===== src/rtl/tx_iq_sched_pkg.sv =====
// Shared types and constants for the TX IQ source scheduler.
package tx_iq_sched_pkg;

    typedef enum logic [1:0] {
        ST_IDLE  = 2'd0,
        ST_GRANT = 2'd1,
        ST_DRAIN = 2'd2,
        ST_GUARD = 2'd3
    } sched_state_e;

    localparam logic SRC_ACC  = 1'b0;
    localparam logic SRC_AXIS = 1'b1;

    // Winner of an arbitration round. A tie goes to axis under fixed
    // priority, otherwise to whichever source was not granted last.
    function automatic logic pick_winner(input logic acc_req,
                                         input logic axis_req,
                                         input logic prio_axis,
                                         input logic last_src);
        logic win;
        if (acc_req && axis_req) begin
            if (prio_axis) begin
                win = SRC_AXIS;
            end else begin
                win = ~last_src;
            end
        end else if (axis_req) begin
            win = SRC_AXIS;
        end else begin
            win = SRC_ACC;
        end
        return win;
    endfunction

endpackage


===== src/rtl/strobe_counter.sv =====
// Clear/enable counter that sticks at all-ones instead of wrapping.
module strobe_counter #(
    parameter int WIDTH = 16
) (
    input  logic             clk,
    input  logic             rstn,
    input  logic             clr_i,
    input  logic             en_i,
    output logic [WIDTH-1:0] cnt_o
);

    logic [WIDTH-1:0] cnt_q;
    logic [WIDTH-1:0] cnt_d;

    // Next count: clear has priority, increment stops at all-ones.
    always_comb begin
        cnt_d = cnt_q;
        if (clr_i) begin
            cnt_d = '0;
        end else if (en_i && (cnt_q != {WIDTH{1'b1}})) begin
            cnt_d = cnt_q + {{(WIDTH-1){1'b0}}, 1'b1};
        end else begin
            cnt_d = cnt_q;
        end
    end

    // Count register with synchronous active-low reset.
    always_ff @(posedge clk) begin
        if (!rstn) begin
            cnt_q <= '0;
        end else begin
            cnt_q <= cnt_d;
        end
    end

    assign cnt_o = cnt_q;

endmodule


===== src/rtl/tx_iq_src_sched.sv =====
// Arbitrates the TX IQ path between the baseband accelerator and host
// playback, with a per-grant strobe limit, FIFO drain and guard gap.
module tx_iq_src_sched
    import tx_iq_sched_pkg::*;
#(
    parameter int CNT_WIDTH   = 16,
    parameter int GUARD_WIDTH = 8
) (
    input  logic                   clk,
    input  logic                   rstn,
    input  logic                   req_acc,
    input  logic                   req_axis,
    input  logic                   done_acc,
    input  logic                   done_axis,
    input  logic                   iq_ready,
    input  logic                   fifo_empty,
    input  logic [CNT_WIDTH-1:0]   cfg_max_len,
    input  logic [GUARD_WIDTH-1:0] cfg_guard_len,
    input  logic                   cfg_prio_axis,
    output logic                   src_sel,
    output logic                   gnt_acc,
    output logic                   gnt_axis,
    output logic                   busy,
    output logic                   timeout,
    output logic [CNT_WIDTH-1:0]   sample_cnt
);

    sched_state_e           state_q, state_d;
    logic                   src_q, src_d;
    logic                   last_q, last_d;
    logic [CNT_WIDTH-1:0]   max_len_q, max_len_d;
    logic [GUARD_WIDTH-1:0] guard_len_q, guard_len_d;
    logic                   gnt_acc_q, gnt_axis_q, busy_q, timeout_q;
    logic                   timeout_d;

    logic                   win_s;
    logic                   done_sel_s;
    logic                   max_hit_s;
    logic                   guard_hit_s;
    logic                   samp_clr_s;
    logic [CNT_WIDTH-1:0]   sample_cnt_s;
    logic [GUARD_WIDTH-1:0] guard_cnt_s;

    assign win_s      = pick_winner(req_acc, req_axis, cfg_prio_axis, last_q);
    // Only the grantee's done pulse can end a grant.
    assign done_sel_s = (src_q == SRC_AXIS) ? done_axis : done_acc;
    // Look ahead by the strobe arriving this cycle so the limit ends on it.
    assign max_hit_s  = (max_len_q != '0) &&
                        (({1'b0, sample_cnt_s} + {{CNT_WIDTH{1'b0}}, iq_ready}) >=
                         {1'b0, max_len_q});
    assign guard_hit_s = ({1'b0, guard_cnt_s} + {{GUARD_WIDTH{1'b0}}, iq_ready}) >=
                         {1'b0, guard_len_q};

    strobe_counter #(.WIDTH(CNT_WIDTH)) u_sample_cnt (
        .clk   (clk),
        .rstn  (rstn),
        .clr_i (samp_clr_s),
        .en_i  ((state_q == ST_GRANT) && iq_ready),
        .cnt_o (sample_cnt_s)
    );

    strobe_counter #(.WIDTH(GUARD_WIDTH)) u_guard_cnt (
        .clk   (clk),
        .rstn  (rstn),
        .clr_i (state_q != ST_GUARD),
        .en_i  ((state_q == ST_GUARD) && iq_ready),
        .cnt_o (guard_cnt_s)
    );

    // Scheduler next state; config is latched only on grant start and guard entry.
    always_comb begin
        state_d     = state_q;
        src_d       = src_q;
        last_d      = last_q;
        max_len_d   = max_len_q;
        guard_len_d = guard_len_q;
        timeout_d   = 1'b0;
        samp_clr_s  = 1'b0;
        case (state_q)
            ST_IDLE: begin
                if (req_acc || req_axis) begin
                    state_d    = ST_GRANT;
                    src_d      = win_s;
                    last_d     = win_s;
                    max_len_d  = cfg_max_len;
                    samp_clr_s = 1'b1;
                end else begin
                    state_d = ST_IDLE;
                end
            end
            ST_GRANT: begin
                if (done_sel_s) begin
                    state_d = ST_DRAIN;
                end else if (max_hit_s) begin
                    state_d   = ST_DRAIN;
                    timeout_d = 1'b1;
                end else begin
                    state_d = ST_GRANT;
                end
            end
            ST_DRAIN: begin
                if ((src_q == SRC_AXIS) || fifo_empty) begin
                    if (cfg_guard_len == '0) begin
                        state_d = ST_IDLE;
                    end else begin
                        state_d     = ST_GUARD;
                        guard_len_d = cfg_guard_len;
                    end
                end else begin
                    state_d = ST_DRAIN;
                end
            end
            ST_GUARD: begin
                if (guard_hit_s) begin
                    state_d = ST_IDLE;
                end else begin
                    state_d = ST_GUARD;
                end
            end
            default: begin
                state_d = ST_IDLE;
            end
        endcase
    end

    // State, latched config and registered outputs.
    always_ff @(posedge clk) begin
        if (!rstn) begin
            state_q     <= ST_IDLE;
            src_q       <= SRC_ACC;
            last_q      <= SRC_AXIS;
            max_len_q   <= '0;
            guard_len_q <= '0;
            gnt_acc_q   <= 1'b0;
            gnt_axis_q  <= 1'b0;
            busy_q      <= 1'b0;
            timeout_q   <= 1'b0;
        end else begin
            state_q     <= state_d;
            src_q       <= src_d;
            last_q      <= last_d;
            max_len_q   <= max_len_d;
            guard_len_q <= guard_len_d;
            gnt_acc_q   <= (state_d == ST_GRANT) && (src_d == SRC_ACC);
            gnt_axis_q  <= (state_d == ST_GRANT) && (src_d == SRC_AXIS);
            busy_q      <= (state_d != ST_IDLE);
            timeout_q   <= timeout_d;
        end
    end

    assign src_sel    = src_q;
    assign gnt_acc    = gnt_acc_q;
    assign gnt_axis   = gnt_axis_q;
    assign busy       = busy_q;
    assign timeout    = timeout_q;
    assign sample_cnt = sample_cnt_s;

endmodule

===== config.mk =====
export PLATFORM = sky130hd
export DESIGN_NAME = tx_iq_src_sched
export DESIGN_NICKNAME = d
export VERILOG_FILES = /design/src/rtl/tx_iq_sched_pkg.sv /design/src/rtl/strobe_counter.sv /design/src/rtl/tx_iq_src_sched.sv
export SDC_FILE = /design/constraint.sdc
export NUM_CORES = 1
export LEC_CHECK = 0
export BUFFER_PORTS_ARGS = -buffer_cell sky130_fd_sc_hd__buf_2
export CORE_MARGIN = 2
export CORE_UTILIZATION = 40
export DETAILED_ROUTE_END_ITERATION = 6
export GPL_ROUTABILITY_DRIVEN = 0
export GPL_TIMING_DRIVEN = 0
export PLACE_DENSITY = 0.58
export SYNTH_ARGS = -nofsm -noshare
export SYNTH_HDL_FRONTEND = slang
export SYNTH_SLANG_ARGS = --single-unit
export TNS_END_PERCENT = 100

===== constraint.sdc =====
create_clock -name clk -period 7.5 [get_ports clk]
set_clock_uncertainty 0.15 [all_clocks]
set_input_delay 0.375 -clock clk [delete_from_list [all_inputs] [get_ports clk]]
set_output_delay 0.375 -clock clk [all_outputs]
set_load 0.05 [all_outputs]

Word level (Yosys, flattened, before mapping)
Cells that the tools add are included.
W data, S select, Z words.

operators by class
  $add $sub $neg = 4
  $lt $le $gt $ge = 2
  equal/unequal tests = 7
  mux-type cells = 16
  bitwise operators = 5
  reductions and logical operators = 19

operator list
  kind                     count
  $add A16 B1 Y17          1
  $ge A17 B16 Y1           1
  $add A16 B1 Y16 const B  1
  $ne A16 B16 Y1 const B   1
  $reduce_bool A16 Y1      1
  $mux W1                  10
  $mux W2                  5
  $add A8 B1 Y9            1
  $ge A9 B8 Y1             1
  $add A8 B1 Y8 const B    1
  $logic_and A1 B1 Y1      8
  $logic_not A8 Y1         1
  $ne A8 B8 Y1 const B     1
  $pmux W2 S4              1
  $not A1 Y1               5
  $eq A2 B1 Y1 const B     2
  $eq A2 B2 Y1 const B     2
  $reduce_or A2 Y1         2
  $reduce_and A3 Y1        1
  $reduce_or A3 Y1         1
  $logic_not A2 Y1         1
  $logic_or A1 B1 Y1       2
  $ne A2 B2 Y1 const B     1
  $reduce_and A2 Y1        1
  $reduce_bool A2 Y1       1

word-level totals
  bits in registers = 56
  input port bits = 33
  output and inout bits = 21
  word-level logic and storage cells = 64

Depth between registers and ports, before layout
  depth after elaboration = 8
  gate-level depth with buffers = 13
  gate-level depth less buffers = 13

By module
From an unflattened synthesis, not the netlist that was laid out.

second synthesis, totals
  cells, all modules = 427
  area total of the unflattened synthesis = 3,617.2 um^2

modules (own cells, without submodules)
  module                         instances  cells an instance  area each (um^2)  seq. area each (um^2)
  tx_iq_src_sched                1          290                2,331.0           640.6
  strobe_counter (u_sample_cnt)  1          91                 864.6             320.3
  strobe_counter (u_guard_cnt)   1          46                 421.7             160.2

Worst setup path after synthesis
OpenSTA, ideal clock, no wires.

  path type = register to register
  start = register u_sample_cnt.cnt_q[0], in the netlist u_sample_cnt.cnt_o[0]
  end = register gnt_acc_q, in the netlist gnt_acc
  library setup time = 0.060 ns
  arrival time = 3.059 ns
  data required time = 7.290 ns
  slack = 4.231 ns
  cell stages (with the launch flop) = 14
  buffers on the path = 0
  clock period less this slack = 3.269 ns
  cell sequence = dfxtp_1 > ha_1 > ha_1 > nand2_1 > nor2_1 > and2_2 > xor2_1 > ha_1 > nand3_1 > nor2_1 > a221oi_1 > a41oi_2 > o31ai_1 > and3_1

between the ends
  word-level cells in the longest chain between the ends = 8

RTL lines
  item                      RTL line                RTL
  start: declaration        strobe_counter.sv:12    logic [WIDTH-1:0] cnt_q;
  start signal: assignment  strobe_counter.sv:32    cnt_q <= cnt_d;
  $add A16 B1 Y17           tx_iq_src_sched.sv:49   (({1'b0, sample_cnt_s} + {{CNT_WIDTH{1'b0}}, iq_ready}) >=
  $ge A17 B16 Y1            tx_iq_src_sched.sv:49
  $logic_and A1 B1 Y1       tx_iq_src_sched.sv:48   assign max_hit_s = (max_len_q != '0) &&
  $mux W2                   tx_iq_src_sched.sv:94   end else if (max_hit_s) begin
  $mux W2                   tx_iq_src_sched.sv:92   if (done_sel_s) begin
  $pmux W2 S4               tx_iq_src_sched.sv:79   case (state_q)
  $eq A2 B1 Y1              tx_iq_src_sched.sv:144  gnt_acc_q <= (state_d == ST_GRANT) && (src_d == SRC_ACC);
  $logic_and A1 B1 Y1       tx_iq_src_sched.sv:144
  end signal: assignment    tx_iq_src_sched.sv:144
  end: declaration          tx_iq_src_sched.sv:33   logic gnt_acc_q, gnt_axis_q, busy_q, timeout_q;

No other way between the ends.
A chain may end at the register's enable or synchronous reset.

Worst setup path after layout
Same ends and word-level chain as after synthesis.

==> summary.txt <==
HOLD PATH
-------------------------------------------------------------------------------------
Sink of the worst hold path                                              max_len_q[15]
Class of the tightest hold or removal check                                    in2reg
Min-Delay Startpoint                                                     cfg_max_len[15]
Worst hold path cell count                                                          3

GLOBAL ROUTE
-------------------------------------------------------------------------------------
Largest net degree at the start of global routing                                  18
GRT Util Overall                                                               17.08%
Antenna violations before repair                                                    0
Remaining Overflow, GRT                                                             0
Vias in the first global route                                                   2746
Global-route wire length before repair                                       12450 um

LOGIC SYNTHESIS
-------------------------------------------------------------------------------------
Seq/Total Area, Yosys                                                          32.88%
Count of different cell masters after synthesis                                    50
Fraction of post-synthesis cell area in the top cell type by area              32.88%
Cell area after synthesis                                                   3410 um^2
Syn. warnings                                                                       0
Synthesized netlist cell count                                                    410
Cell taking the most area after synthesis                                sky130_fd_sc_hd__dfxtp_1
Synth Flop Type                                                          sky130_fd_sc_hd__dfxtp_1
Avg Inst Size Synth                                                        8.316 um^2
Number of nets produced by synthesis                                              473
Synth Register Bits                                                                56
Number of synthesized flops with an enable pin                                      0
Post-synthesis async set-or-reset flop share                                       0%
Top cells by area in the synthesized netlist                             sky130_fd_sc_hd__dfxtp_1, sky130_fd_sc_hd__ha_1, sky130_fd_sc_hd__nand2_1

DIE
-------------------------------------------------------------------------------------
Die Area                                                                    9279 um^2
Die height                                                                   96.33 um
Initial core utilization                                                       41.29%
Die boundary width                                                           96.33 um
Boundary Pins                                                                      54
Num rows                                                                           33
Area inside the core boundary                                               8258 um^2

CELLS AND AREA
-------------------------------------------------------------------------------------
Share of post-route cells with drive strength above 1                          16.99%
Area Overhead vs Synth                                                         14.90%
Antenna Diode Count                                                                 0
Number of filler cells placed in the layout                                       840
Post-route core utilization                                                    47.44%
# nets final                                                                      533

STA
-------------------------------------------------------------------------------------
Worst slew margin                                                              63.88%
Achievable clock frequency                                                  287.8 MHz
Count of endpoints failing hold in the final timing report                          0
Final worst-path cycle share                                                   46.33%
Setup repair after global routing missed its margin                                no
Pin slew with the least headroom to its limit                               0.5412 ns
Max Slew Vio Count                                                                  0
Aggregate negative setup slack                                                   0 ns
Total of endpoints with negative setup slack in the final report                    0
Minimum clock period after layout                                            3.475 ns

ROUTING
-------------------------------------------------------------------------------------
Routed via count                                                                 2946
Post-route antenna net violation count                                              0
Number of DRC markers in iteration 0                                               63
Mean routed wirelength per cell                                              13.22 um
Number of remaining DRC errors                                                      0
Detail-routed via count per cell                                                5.115
DRT Wirelength                                                                7613 um
Number of detailed-route iterations in the first pass                               4

CTS
-------------------------------------------------------------------------------------
Buffers inserted by post-CTS timing repair                                          0
Root cell of the clock tree                                              sky130_fd_sc_hd__clkbuf_8
Number of clock sinks                                                              56
H-tree depth reported by CTS                                                        2
Quantity of gates resized following cts                                             0
CTS Buffer Depth                                                                    2
Source-to-sink clock delay at the later pin of the worst-skew pair            0.31 ns
Hold buffers post-CTS                                                               0
Total clock buffers created by CTS                                                  5
Clock-pin slew of the registers on the worst-case setup and hold paths        0.11 ns
TritonCTS clock tree                                                              yes

CRITICAL PATH
-------------------------------------------------------------------------------------
CP delay by family, top                                                  simple AND/OR/NAND/NOR gates
Data required time at the worst endpoint                                      7.61 ns
Category of the worst setup path launch point                                register
Worst reg-to-reg setup slack                                                  4.03 ns
CP dominant cell by count                                                sky130_fd_sc_hd__ha_1
Crit Path Class                                                               reg2reg
Worst reg2reg endpoint                                                        gnt_acc
Ordered cell list for the critical path                                  ha_1 -> ha_1 -> nand2_1 -> nor2_1 -> and2_2 -> xor2_1 -> ha_1 -> nand3_1 -> nor2_1 -> a221oi_1 -> a41oi_2 -> o31ai_1 -> and3_1
Crit path buf inv count                                                             0
Critical path endpoint category                                              register
Cell with the largest stage delay on the worst path                      sky130_fd_sc_hd__dfxtp_1
Data arrival at the endpoint of the critical path                             3.59 ns
Slowest stage delay, CP                                                       0.44 ns
Number of cells on the worst reg-to-reg path                                       13
Maximum net fanout on the critical path                                             5
Critical R2R Launch                                                      u_sample_cnt.cnt_o[0]

POWER AND IR DROP
-------------------------------------------------------------------------------------
PD cells                                                                 208.6 nW/um^2
Worst ir drop on vdd                                                     0.00009629 V
Leakage power summed over all cells                                          1.672 nW

PLACEMENT
-------------------------------------------------------------------------------------
Detailed placer's ending HPWL                                                 5896 um
Total of buffers placed on input and output ports                                  53

JOB
-------------------------------------------------------------------------------------
Max capacitance violation total                                                     0

STATUS
-------------------------------------------------------------------------------------
Result of the run                                                        complete, no violations

==> per-stage QoR <==
step                instances  hold slack, ns  instance area (um^2)  total power [mW]  setup slack, ns
floorplan                 410          0.3062                  3410            0.5507            4.231
global placement          568          0.3210                  3806            0.6169            4.021
detailed placement        568          0.3266                  3806            0.6213            3.931
CTS                       576          0.1446                  3918            0.8265            3.981
global route              576          0.1530                  3918            0.8714            3.728
finish                    576          0.1504                  3918            0.8173            4.025
==> flip-flops by register name (all words and copies together) (netlist names) <==
register / count
busy: 1
src_sel: 1
gnt_acc: 1
u_sample_cnt.cnt_o: 16
last_q: 1
timeout: 1
state_q: 2
guard_len_q: 8
u_guard_cnt.cnt_o: 8
gnt_axis: 1
max_len_q: 16
==> kinds of logic (layout without fill, tap and decap cells) <==
family	Yosys count	count (layout)	share of synthesized area, %
AND/OR/NAND/NOR	177	177	25.51
AO/OA/AOI/OAI	60	60	12.88
flip-flops	56	56	32.88
buffers and inverters	40	101	5.248
XOR/XNOR	37	37	9.505
adder cells (fa/ha/maj)	30	30	11.01
multiplexers	10	10	2.973
==> worst min-delay path: stages <==
cell,delay [ns]
sky130_fd_sc_hd__buf_2,0.09
sky130_fd_sc_hd__nand2_1,0.04
sky130_fd_sc_hd__a21boi_0,0.06
==> Yosys cell counts, drive strengths merged (3+ instances only) <==
library cell	count
nor3	8
nor2	39
ha	30
o21ai	12
or3	4
nand3	16
nor2b	11
a21boi	17
and2	3
buf	6
dfxtp	56
xor2	24
inv	28
xnor2	13
nand2	63
mux2i	9
clkbuf	6
and4	4
nand4	10
or4	3
and3	6
a21oi	11
nor4	5
a21o	3
==> power by group <==
group / switching, mW / internal (mW) / total (mW)
sequential: 0.0295 / 0.333 / 0.362
clock: 0.106 / 0.0992 / 0.205
combinational: 0.159 / 0.0904 / 0.250
==> area by class of cell <==
| class | instances | area, um^2 | share of cell area, % |
|---|---|---|---|
| buffer | 12 | 73.82 | 1.884 |
| clock buffer | 5 | 68.82 | 1.757 |
| clock inverter | 3 | 42.54 | 1.086 |
| inverter | 28 | 105.1 | 2.683 |
| multi-input combinational | 314 | 2110 | 53.85 |
| sequential | 56 | 1121 | 28.62 |
| tap | 105 | 131.4 | 3.354 |
| timing repair buffer | 53 | 265.3 | 6.771 |
==> cell usage in the layout, fill, tap and decap left out, drive strengths merged, types with 6 or more instances in the layout <==
cell type	netlist	routed
nor3	8	8
inv	28	28
xnor2	13	13
nor2b	11	11
a21oi	11	11
nor2	39	39
nand4	10	10
buf	6	59
nand2	63	63
clkbuf	6	11
nand3	16	16
dfxtp	56	56
xor2	24	24
and3	6	6
mux2i	9	9
o21ai	12	12
ha	30	30
a21boi	17	17
==> routing by layer <==
| layer | GRT usage [%] | vias up | part of all wire (%) |
|---|---|---|---|
| li1 | - | 1531 | - |
| met3 | 3.289 | 8 | 4.1 |
| met2 | 29.63 | 48 | 47 |
| met4 | 5.164 | 0 | 1.2 |
| met5 | 0 | - | 0 |
| met1 | 21.34 | 1359 | 47 |
==> worst max-delay path by stage <==
| stage | from | endpoint | slack [ns] | depth (start not counted) |
|---|---|---|---|---|
| 3_5_place_dp | iq_ready | gnt_acc | 3.93 | 14 |
| 5_1_grt | u_sample_cnt.cnt_o[0] | gnt_acc | 3.73 | 13 |
| 2_1_floorplan | u_sample_cnt.cnt_o[0] | gnt_acc | 4.23 | 13 |
| 6_report | u_sample_cnt.cnt_o[0] | gnt_acc | 4.03 | 13 |
| 4_1_cts | u_sample_cnt.cnt_o[0] | gnt_acc | 3.98 | 13 |
| 3_3_place_gp | iq_ready | gnt_acc | 4.02 | 14 |
No activity file was read; power rests on OpenSTA's default activity.
